## config.mk

```make
export PLATFORM = sky130hd
export DESIGN_NAME = powlib_ramrd
export DESIGN_NICKNAME = d
export VERILOG_FILES = /design/src/rtl/powlib_ramrd.sv
export SDC_FILE = /design/constraint.sdc
export NUM_CORES = 1
export LEC_CHECK = 0
export ABC_AREA = 1
export CORE_ASPECT_RATIO = 2
export CORE_UTILIZATION = 39
export CTS_CLUSTER_DIAMETER = 200
export CTS_CLUSTER_SIZE = 14
export DETAILED_ROUTE_END_ITERATION = 10
export GPL_TIMING_DRIVEN = 0
export PLACE_DENSITY = 0.73
export SKIP_CTS_REPAIR_TIMING = 1
export SYNTH_ARGS = -nofsm -noshare
export SYNTH_HDL_FRONTEND = slang
export SYNTH_SLANG_ARGS = --single-unit
```

## constraint.sdc

```tcl
create_clock -name clk -period 2.25 [get_ports clk]
set_clock_uncertainty 0.2 [all_clocks]
set_input_delay 0.45 -clock clk [delete_from_list [all_inputs] [get_ports clk]]
set_output_delay 0.45 -clock clk [all_outputs]
set_load 0.01 [all_outputs]
```

## src/rtl/powlib_ramrd.sv

```systemverilog
// Burst reader for a dual-port RAM read port: turns {index, length} commands into
// a stream of beats, wrapping the index at depth D, with a one-entry output register.

package powlib_pkg;
  // Ceiling log2 with a floor of 1, so that a depth of 1 still gets a usable index.
  function automatic int powlib_clogb2(input int value);
    int r;
    r = 1;
    for (int i = 1; i < 31; i++) begin
      if ((1 << i) < value) r = i + 1;
    end
    return r;
  endfunction
endpackage

module powlib_ramrd
  import powlib_pkg::*;
#(
  parameter int W    = 16,
  parameter int D    = 8,
  parameter int WIDX = powlib_clogb2(D),
  parameter int WLEN = WIDX + 1
) (
  input  logic            clk,
  input  logic            rst,
  input  logic [WIDX-1:0] cmdidx,
  input  logic [WLEN-1:0] cmdlen,
  input  logic            cmdvld,
  output logic            cmdrdy,
  output logic [WIDX-1:0] rdidx,
  input  logic [W-1:0]    rddata,
  output logic [W-1:0]    outdata,
  output logic            outvld,
  input  logic            outrdy,
  output logic            outlast,
  output logic            busy
);

  typedef enum logic [0:0] {IDLE, READ} state_t;

  state_t          state_q, state_d;
  logic [WIDX-1:0] ptr_q, ptr_d;
  logic [WLEN-1:0] rem_q, rem_d;
  logic [W-1:0]    outdata_q, outdata_d;
  logic            outvld_q, outvld_d;
  logic            outlast_q, outlast_d;

  // Gated by rst so the command port reads not-ready throughout reset.
  assign cmdrdy  = (state_q == IDLE) && rst;
  assign rdidx   = ptr_q;
  assign outdata = outdata_q;
  assign outvld  = outvld_q;
  assign outlast = outlast_q;
  assign busy    = (state_q == READ) || outvld_q;

  always_comb begin
    state_d   = state_q;
    ptr_d     = ptr_q;
    rem_d     = rem_q;
    outdata_d = outdata_q;
    outvld_d  = outvld_q;
    outlast_d = outlast_q;
    case (state_q)
      IDLE: begin
        if (outvld_q && outrdy) begin
          outvld_d  = 1'b0;
          outlast_d = 1'b0;
        end
        // A zero-length command is consumed here without leaving IDLE.
        if (cmdvld && cmdrdy && (cmdlen != '0)) begin
          ptr_d   = cmdidx;
          rem_d   = cmdlen;
          state_d = READ;
        end
      end
      READ: begin
        if (!outvld_q || outrdy) begin
          outdata_d = rddata;
          outvld_d  = 1'b1;
          outlast_d = (rem_q == WLEN'(1));
          ptr_d     = (ptr_q == WIDX'(D - 1)) ? '0 : ptr_q + WIDX'(1);
          rem_d     = rem_q - WLEN'(1);
          if (rem_q == WLEN'(1)) state_d = IDLE;
        end
      end
      default: state_d = IDLE;
    endcase
  end

  always_ff @(posedge clk or negedge rst) begin
    if (!rst) begin
      state_q   <= IDLE;
      ptr_q     <= '0;
      rem_q     <= '0;
      outdata_q <= '0;
      outvld_q  <= 1'b0;
      outlast_q <= 1'b0;
    end else begin
      state_q   <= state_d;
      ptr_q     <= ptr_d;
      rem_q     <= rem_d;
      outdata_q <= outdata_d;
      outvld_q  <= outvld_d;
      outlast_q <= outlast_d;
    end
  end

endmodule

```

==> flow_metrics.tcl <==
set metrics [dict create \
    overflow 0 \
    h-tree-depth 1 \
    io_buffer_count 49 \
    placed_area_sq_mm 0.00177 \
    synth_cell_types 19 \
    nets 239 \
    numCtsBuffers 3 \
    critPathArrivalTime_ps 1450 \
    crit_fanout 6 \
    clock-sinks 26 \
    ys_ff_latch 26 \
    start_util_pct 41.7 \
    cap_violations 0 \
    cts_root_buffer "clkbuf_8" \
    hold_path.class "register to register" \
    max_freq_mhz 475 \
    die_y_um 81.8 \
    layout-drive-gt1-share_pct 10.1 \
    period_share_pct 93.5 \
    hold_viol_final 0 \
    place_hpwl_mm 2.28 \
    grt_max_degree 28 \
    worstSkewPairLatency_ps 270 \
    relSlewSlack_pct 74.6 \
    cts_tree "done" \
    synth_nets 183 \
    core_area_sq_mm 0.00298 \
    slowest_stage "clkdlybuf4s50_1" \
    synth_area_sq_mm 0.00124 \
    syn_area_per_cell_sq_um 8.17 \
    maxSlewViolCount 0 \
    cts_buffer_depth 2 \
    clkSlewWorstSetupHoldPaths_ps 90 \
    num_vias 1193 \
    pin_count 50 \
    antenna_found_initial 0 \
    dr.pass1.iters 4 \
    ys_seq_area_share_pct 52.4 \
    crit_buf_inv 3 \
    area_growth_pct 49.4 \
    row_count 28 \
    yosysWarnings 0 \
    final_antenna_net_count 0 \
    drc 0 \
    synthCells 152 \
    yosysTopAreaCell "dfrtp_1" \
    first_iter_violations 26 \
    end_kind "output pin" \
    path_class "register to output pin" \
    track_usage_pct 18.7 \
    vias_per_cell 5.03 \
    synth_top_area_share_pct 52.4 \
    grt_pass1_wl_mm 5.02 \
    outcome "finished, final reports clean" \
    fin_crit_ps 2100 \
    final.setup.tns_ps 0 \
    irDropWorstVdd_uv 688 \
    leakage_uw 0.000922 \
    die_area_sq_mm 0.00343 \
    power.density_mw_per_mm2 1330 \
    rsz0062_at_grt "false" \
    worst_slew_pin_slew_ps 380 \
    die_w_um 41.9 \
    n_antenna_cell 0 \
    drt-wirelength-per-cell_um 12.9 \
    setup_viol 0 \
    grt_pass1_vias 1216 \
    p_total_uw 2460 \
    instances_no_fill 237 \
    drt_wl_total_mm 3.05 \
    place_congestion 0.763 \
    dp_cells 231 \
    slowest_delay_ps 520 \
    crit_chain "inv_2 > nand2_1 > inv_1 > clkdlybuf4s50_1" \
    critPathTopFamily "buffers and inverters" \
    crit_path_start_kind "register" \
    final_area_sq_mm 0.00186 \
    synthTopCellsByArea "dfrtp_1 (52%), nand2_1 (19%), nand3_1 (10%)" \
    required_ps 1600 \
]
[routing by layer]
layer,track usage [%],part of all wire [%],vias up
li1,-,-,591
met1,21.0,40,563
met2,34.2,53,33
met3,2.42,4.4,6
met4,9.03,2.1,0
met5,0,0,-
[logic make-up after synthesis]
logic type                 Yosys count  synth area share [%]
adders and majority gates            4                  4.03
buffers and inverters               16                  6.24
and+or+nand+nor                     97                  33.4
DFF                                 26                  52.4
AOI/OAI and AO/OA                    9                  3.93
[registers in the layout, summed over array words and instances, names as in the netlist]
signal	cells
state_q	1
rdidx	3
outdata	16
outlast	1
outvld	1
rem_q	4
[per-stage QoR]
| stage | hold WS, ps | utilization [%] | setup slack [ps] |
|---|---|---|---|
| 6_report | 282 | 62.4 | 146 |
| 5_1_grt | 306 | 62.4 | 68.1 |
| 4_1_cts | 285 | 61.3 | -988 |
| 3_5_place_dp | 264 | 59.5 | -987 |
| 3_3_place_gp | 256 | 59.5 | -933 |
| 2_1_floorplan | -45.6 | - | 859 |
[placed cells by master (no fill, tap or decap), drive strengths merged]
| cell type | netlist | routed |
|---|---|---|
| nand2 | 65 | 65 |
| o21ai | 7 | 7 |
| ha | 4 | 4 |
| or2 | 2 | 2 |
| clkdlybuf4s50 | 0 | 47 |
| inv | 10 | 10 |
| o31ai | 1 | 1 |
| dlygate4sd3 | 0 | 1 |
| buf | 5 | 7 |
| nor2 | 5 | 5 |
| dfrtp | 26 | 26 |
| o22ai | 1 | 1 |
| dlymetal6s2s | 0 | 1 |
| clkbuf | 1 | 5 |
| nand3 | 25 | 25 |
[path summary, 6_finish.rpt]
| path | endpoint | depth (start not counted) | slack [ps] | from |
|---|---|---|---|---|
| min in group asynchronous | outdata[6] | 3 | 520 | rst |
| min reg2reg | outdata[4] | 2 | 280 | outdata[4] |
| max | cmdrdy | 4 | 150 | state_q |
| max reg2reg | rem_q[2] | 7 | 750 | rem_q[0] |
| max in group asynchronous | state_q | 3 | 1170 | rst |
| min | outdata[4] | 2 | 280 | outdata[4] |
[area by class of cell]
cell class | instances | area, sq um
inverter | 10 | 37.5
sequential | 26 | 652
timing repair buffer | 51 | 520
clock buffer | 4 | 55.1
tap | 30 | 37.5
multi-input combinational | 110 | 514
fill | 256 | 1120
buffer | 6 | 40.0
[cells in the mapped netlist]
master,count
buf_2,2
buf_4,2
buf_6,1
clkbuf_1,1
dfrtp_1,26
ha_1,4
inv_1,7
inv_2,3
nand2_1,62
nand2_2,2
nand2_4,1
nand3_1,25
nor2_1,4
nor2_2,1
o21ai_0,1
o21ai_1,6
o22ai_1,1
o31ai_1,1
or2_2,2
[worst reg2reg max path, delay by kind of cell (launching register included)]
family / cells / cell delay [ps]
flops: 1 / 390
simple gates: 4 / 430
buf+inv: 1 / 100
fa+ha+maj: 1 / 210
compound gates: 1 / 60
[report_power, final]
group	internal (uW)	switching [uW]
Combinational	648	664
Clock	156	139
Sequential	697	160
Power figures use the tool's default switching activity.
